==> config.mk <==
export PLATFORM = sky130hd
export DESIGN_NAME = branch_predict_unit
export DESIGN_NICKNAME = d
export VERILOG_FILES = /design/src/rtl/branch_predict_unit.sv
export SDC_FILE = /design/constraint.sdc
export NUM_CORES = 2
export LEC_CHECK = 0
export CORE_ASPECT_RATIO = 1.1
export CORE_MARGIN = 4
export CORE_UTILIZATION = 25
export DETAILED_ROUTE_END_ITERATION = 10
export GPL_ROUTABILITY_DRIVEN = 0
export GPL_TIMING_DRIVEN = 0
export MAX_ROUTING_LAYER = met4
export PLACE_DENSITY = 0.41
export RECOVER_POWER = 25
export SLEW_MARGIN = 10
export SYNTH_ARGS = -nofsm -noshare
export SYNTH_HDL_FRONTEND = slang
export SYNTH_SLANG_ARGS = --single-unit
==> constraint.sdc <==
create_clock -name clk -period 6.3 [get_ports clk]
set_input_delay 1.26 -clock clk [delete_from_list [all_inputs] [get_ports clk]]
set_output_delay 1.26 -clock clk [all_outputs]
set_load 0.02 [all_outputs]
==> src/rtl/branch_predict_unit.sv <==
// Branch resolve + direct-mapped BTB with 2-bit counters.
// Ports: lookup_pc->pred_*, res_* resolve in, mispredict/redirect_pc, stats.
package BranchUnitFuncts;
  typedef enum logic [3:0] {
    BEQ  = 4'd0,
    BNE  = 4'd1,
    BLT  = 4'd2,
    BLTU = 4'd3,
    BGE  = 4'd4,
    BGEU = 4'd5,
    JAL  = 4'd6,
    JALR = 4'd7,
    NOP  = 4'd15
  } Type;
endpackage

module branch_predict_unit
  import BranchUnitFuncts::*;
#(
  parameter int XLEN    = 32,
  parameter int ENTRIES = 64,
  parameter int TAG_W   = 8
) (
  input  logic            clk,
  input  logic            rst_n,
  input  logic [XLEN-1:0] lookup_pc,
  output logic            pred_taken,
  output logic [XLEN-1:0] pred_target,
  input  logic            res_valid,
  input  logic [XLEN-1:0] res_pc,
  input  logic [XLEN-1:0] res_op1,
  input  logic [XLEN-1:0] res_op2,
  input  Type             res_funct,
  input  logic [XLEN-1:0] res_target,
  input  logic            res_pred_taken,
  input  logic [XLEN-1:0] res_pred_target,
  output logic            res_taken,
  input  logic            flush,
  output logic            mispredict,
  output logic [XLEN-1:0] redirect_pc,
  output logic [31:0]     br_count,
  output logic [31:0]     mp_count
);
  localparam int IDX_W = $clog2(ENTRIES);

  logic [ENTRIES-1:0] valid_q;
  logic [TAG_W-1:0]   tag_q [ENTRIES];
  logic [XLEN-1:0]    tgt_q [ENTRIES];
  logic [1:0]         ctr_q [ENTRIES];

  logic             mp_q;
  logic [XLEN-1:0]  rd_q;
  logic [31:0]      br_count_q;
  logic [31:0]      mp_count_q;

  logic [IDX_W-1:0] l_idx;
  logic [TAG_W-1:0] l_tag;
  logic             l_hit;
  logic [IDX_W-1:0] r_idx;
  logic [TAG_W-1:0] r_tag;
  logic             r_hit;
  logic [1:0]       r_ctr;
  logic [1:0]       ctr_nxt;
  logic             is_fn;
  logic             is_jmp;
  logic             is_br;
  logic             mp_cond;
  logic [XLEN-1:0]  redir;
  logic             wr_en;

  assign l_idx = lookup_pc[IDX_W+1:2];
  assign l_tag = lookup_pc[IDX_W+TAG_W+1:IDX_W+2];
  assign l_hit = valid_q[l_idx]
               && (tag_q[l_idx] == l_tag);

  assign pred_taken  = l_hit && ctr_q[l_idx][1];
  assign pred_target = pred_taken
                     ? tgt_q[l_idx]
                     : lookup_pc + XLEN'(4);

  always_comb begin
    res_taken = 1'b0;
    is_fn     = 1'b1;
    is_jmp    = 1'b0;
    case (res_funct)
      BEQ:  res_taken = (res_op1 == res_op2);
      BNE:  res_taken = (res_op1 != res_op2);
      BLT:  res_taken = ($signed(res_op1)
                       < $signed(res_op2));
      BGE:  res_taken = ($signed(res_op1)
                       >= $signed(res_op2));
      BLTU: res_taken = (res_op1 < res_op2);
      BGEU: res_taken = (res_op1 >= res_op2);
      JAL, JALR: begin
        res_taken = 1'b1;
        is_jmp    = 1'b1;
      end
      default: is_fn = 1'b0;
    endcase
  end

  assign is_br = res_valid && is_fn;

  assign mp_cond = (res_taken != res_pred_taken)
                 || (res_taken && res_pred_taken
                     && (res_pred_target != res_target));

  assign redir = res_taken ? res_target
                           : res_pc + XLEN'(4);

  assign r_idx = res_pc[IDX_W+1:2];
  assign r_tag = res_pc[IDX_W+TAG_W+1:IDX_W+2];
  assign r_hit = valid_q[r_idx]
               && (tag_q[r_idx] == r_tag);
  assign r_ctr = ctr_q[r_idx];

  always_comb begin
    ctr_nxt = r_ctr;
    if (is_jmp)
      ctr_nxt = 2'd3;
    else if (res_taken && !r_hit)
      ctr_nxt = 2'd2;
    else if (res_taken)
      ctr_nxt = (r_ctr == 2'd3) ? r_ctr
                                : r_ctr + 2'd1;
    else
      ctr_nxt = (r_ctr == 2'd0) ? r_ctr
                                : r_ctr - 2'd1;
  end

  // Flush suppresses every table write, including counter updates.
  assign wr_en = is_br && !flush
               && (res_taken || r_hit);

  always_ff @(posedge clk) begin
    if (wr_en) begin
      ctr_q[r_idx] <= ctr_nxt;
      if (res_taken) begin
        tag_q[r_idx] <= r_tag;
        tgt_q[r_idx] <= res_target;
      end
    end
  end

  always_ff @(posedge clk or negedge rst_n) begin
    if (!rst_n) begin
      valid_q <= '0;
    end else if (flush) begin
      valid_q <= '0;
    end else if (is_br && res_taken) begin
      valid_q[r_idx] <= 1'b1;
    end
  end

  always_ff @(posedge clk or negedge rst_n) begin
    if (!rst_n) begin
      mp_q       <= 1'b0;
      rd_q       <= '0;
      br_count_q <= '0;
      mp_count_q <= '0;
    end else begin
      mp_q <= is_br && mp_cond;
      if (is_br) begin
        rd_q <= redir;
        if (br_count_q != '1)
          br_count_q <= br_count_q + 32'd1;
        if (mp_cond && (mp_count_q != '1))
          mp_count_q <= mp_count_q + 32'd1;
      end
    end
  end

  assign mispredict  = mp_q;
  assign redirect_pc = rd_q;
  assign br_count    = br_count_q;
  assign mp_count    = mp_count_q;

endmodule

==> results_dict.tcl <==
set metrics [dict create \
    wire_per_inst_um 37.0 \
    synth_top_family_by_area "multiplexers" \
    core_area_um2 474000 \
    synth.area.top_cells "edfxtp_1 (68%), mux4_2 (17%), dfrtp_1 (3.4%), mux2i_1 (0.97%), xnor2_1 (0.90%)" \
    p_comb_share_pct 9.3 \
    syn_inst 5941 \
    crit_path_end_kind "primary output" \
    overflow 0 \
    ys_warn_count 0 \
    hold_violations 0 \
    vdd_drop_max_mv 0.197 \
    timing.rr.end "ctr_q[5][0]$_DFFE_PP_" \
    placedCellCount 12900 \
    seq_area_frac_synth_pct 71.2 \
    start_kind "input port" \
    grt_pass1_vias 71400 \
    worstMarginPinSlew_ns 4.10 \
    synth_top_area_share_pct 67.8 \
    pin_count 332 \
    clock_sinks 2849 \
    yosys.area_share.adder_pct 0.389 \
    post-place-ws_ns -4.16 \
    drive_gt1_share_pct 33.3 \
    r2r_cells 10 \
    vias 70800 \
    fin_nets 7358 \
    p_leak_nw 49.0 \
    yosys_most_used_dff "edfxtp_1" \
    grt_pass1_wl_mm 667 \
    r2r_slack_ns 1.92 \
    synth_area_um2 119000 \
    synth_nets 6179 \
    path_class "in -> out" \
    rsz0062_at_grt "true" \
    cts_root_buffer "clkbuf_16" \
    cap_violations 12 \
    port-buffer-count 324 \
    min_period_over_period_pct 105 \
    dieArea_um2 487000 \
    cts_buffers 332 \
    min_from "redirect_pc[19]$_DFFE_PN0P_" \
    cp.required_ns 5.04 \
    die_w_um 666 \
    floorplan.initialDensity_pct 25.1 \
    antenna_found_initial 52 \
    dpl.hpwl_mm 359 \
    worstHoldPathType "reg -> reg" \
    internal-power_mw 33.1 \
    path_clk_slew_ns 0.06 \
    ys_async_sr_fraction_pct 5.65 \
    max_freq_ghz 0.152 \
    relSlewSlack_pct -173 \
    ys_ff_latch 2849 \
    avgSynthCellArea_um2 20.0 \
    cts_tree "done" \
    synth_compound_area_share_pct 3.28 \
    drt_wl_total_mm 507 \
    finalPower_mw 43.6 \
    drtAntennaViolNets 0 \
    timing.final.ws_setup_ns -0.288 \
    core.rowCount 265 \
    crit_fanout 6 \
    fill_cells 45400 \
    synthMuxAreaShare_pct 18.6 \
    cts_hold_buffers 0 \
    power_switching_share_pct 24.1 \
    first_iter_violations 9185 \
    whs_path_depth 2 \
    grt_usage_pct 20.8 \
    final_cells 13700 \
    clkLatencyLatePin_ns 0.93 \
    cts.htree.levels 5 \
    cts_buffer_depth 4 \
    grt_max_degree 98 \
    setup_tns_ns -29.39 \
    violations "max-capacitance violations, max-slew violations, negative setup slack" \
    die-height_um 732 \
    drc 0 \
    synthXorXnorAreaFrac_pct 1.19 \
    area_growth_pct 27.0 \
    viasPerCell 5.17 \
    clock_power_share_pct 42.8 \
    ys_types 80 \
    synth_edf_count 2688 \
    setup_viol 248 \
    crit_arrival_ns 5.33 \
    hold-path-endpoint "redirect_pc[19]$_DFFE_PN0P_" \
    synth-simple-area-share_pct 3.34 \
    seq_power_share_pct 48.0 \
    status "complete, but fails checks" \
    drtPass1Iterations 7 \
    period_needed_ns 6.59 \
    skew_ns 0.0582 \
    slew_viol_final 743 \
    switchingPower_mw 10.5 \
    synthDominantAreaCellType "edfxtp_1" \
    powerDensity_nw_per_um2 289 \
    r2r-start "tag_q[10][4]$_DFFE_PP_" \
]
==> worst max-delay path, stage by stage <==
cell and delay [ns]:
buf_16 0.15, buf_16 0.18, buf_12 0.11, buf_16 0.14, buf_6 0.20, buf_6 0.18
mux4_2 0.59, nand2_1 0.12, nand4_1 0.12, o31ai_2 0.17, or2_2 0.24, xnor2_1 0.07
o22a_1 0.25, nor4_4 0.23, buf_6 0.18, buf_12 0.15, buf_16 0.18, mux2i_4 0.51
buf_6 0.20
==> routing by layer <==
metal / vias up / GRT usage [%] / wire (um)
li1: 27400 / - / -
met1: 38500 / 25.1 / 196000
met2: 3678 / 33.2 / 242000
met3: 1162 / 4.68 / 40000
met4: 0 / 9.37 / 28500
met5: - / - / 0
==> repair_timing <==
item,in CTS,in global routing
resized for setup,878,116
cloned,12,7
setup buffers,114,58
setup endpoints to repair,2335,494
pin swaps,18,18
==> cells in the mapped netlist (all sizes together) (28+ instances only) <==
library cell     n
edfxtp        2688
mux4           886
buf            245
nand2          199
dfrtp          161
clkbuf         146
nor3           141
xnor2          122
nor2           121
mux2i          115
inv            112
a21oi           89
mux2            79
nand3           74
a22oi           66
nand4           57
o32ai           49
a221oi          45
o22ai           45
xor2            39
ha              37
o21ai           37
o31ai           36
and3            28
==> worst max path at each step <==
stage	slack [ns]	from	end
after global routing	-0.21	lookup_pc[2]	pred_target[2]
after detailed placement	-4.16	lookup_pc[4]	pred_target[2]
after floorplan	-1.51	res_op2[31]	tag_q[35][0]$_DFFE_PP_
after global placement	-11.77	res_pc[4]	tgt_q[35][22]$_DFFE_PP_
final	-0.29	lookup_pc[2]	pred_target[2]
after CTS	-0.16	lookup_pc[2]	pred_target[2]
==> cells by family (layout without fill, tap and decap cells) <==
group                    Yosys count  after routing
AO/OA/AOI/OAI                    534            535
XOR/XNOR                         161            161
adder cells (fa/ha/maj)           37             37
buffers and inverters            504           1952
flip-flops                      2849           2849
multiplexers                    1080           1080
other                              0             31
AND/OR/NAND/NOR                  776            776
==> stage by stage <==
stage	cell area, um2	hold slack (ns)	util (%)
after floorplan	119000	0.467	-
after global placement	130000	0.466	27.5
after detailed placement	136000	0.465	28.7
after CTS	150000	0.266	31.7
after global routing	151000	0.495	31.9
final	151000	0.477	31.9
==> cells in the final DEF, fill, tap and decap left out, drive strengths merged, types with 49 or more instances in the layout <==
cell              n
nand3            74
xnor2           122
nor3            141
mux4            886
nand2           199
nand4            57
buf             784
o32ai            49
nor2            121
clkbuf          621
dfrtp           161
clkinv          151
mux2             79
mux2i           115
a21oi            89
a22oi            66
edfxtp         2688
inv             120
clkdlybuf4s50   244
==> power by group through the flow <==
| stage | combinational (mW) | sequential [mW] | clock (mW) |
|---|---|---|---|
| floorplan | 1.50 | 21.4 | 0 |
| global route | 4.14 | 20.9 | 19.9 |
| detailed placement | 3.67 | 21.3 | 0 |
| finish | 4.04 | 20.9 | 18.7 |
| global placement | 3.54 | 21.4 | 0 |
| CTS | 3.99 | 20.9 | 19.1 |
==> sequential cells by signal (all words and copies together), names as in the netlist <==
register and flops:
valid_q 64, ctr_q 128, br_count 32, redirect_pc 32, mispredict 1, tag_q 512, tgt_q 2048, mp_count 32
==> layout make-up <==
| type | count | area [um2] | area share (%) |
|---|---|---|---|
| multi-input combinational | 2589 | 33000 | 21.8 |
| buffer | 385 | 3980 | 2.63 |
| clock buffer | 421 | 8910 | 5.90 |
| antenna | 31 | 77.6 | 0.0514 |
| sequential | 2849 | 84700 | 56.1 |
| tap | 6274 | 7850 | 5.20 |
| timing repair buffer | 850 | 10700 | 7.07 |
| clock inverter | 183 | 1420 | 0.937 |
| inverter | 113 | 429 | 0.284 |
No activity file was read; power rests on OpenSTA's default activity.
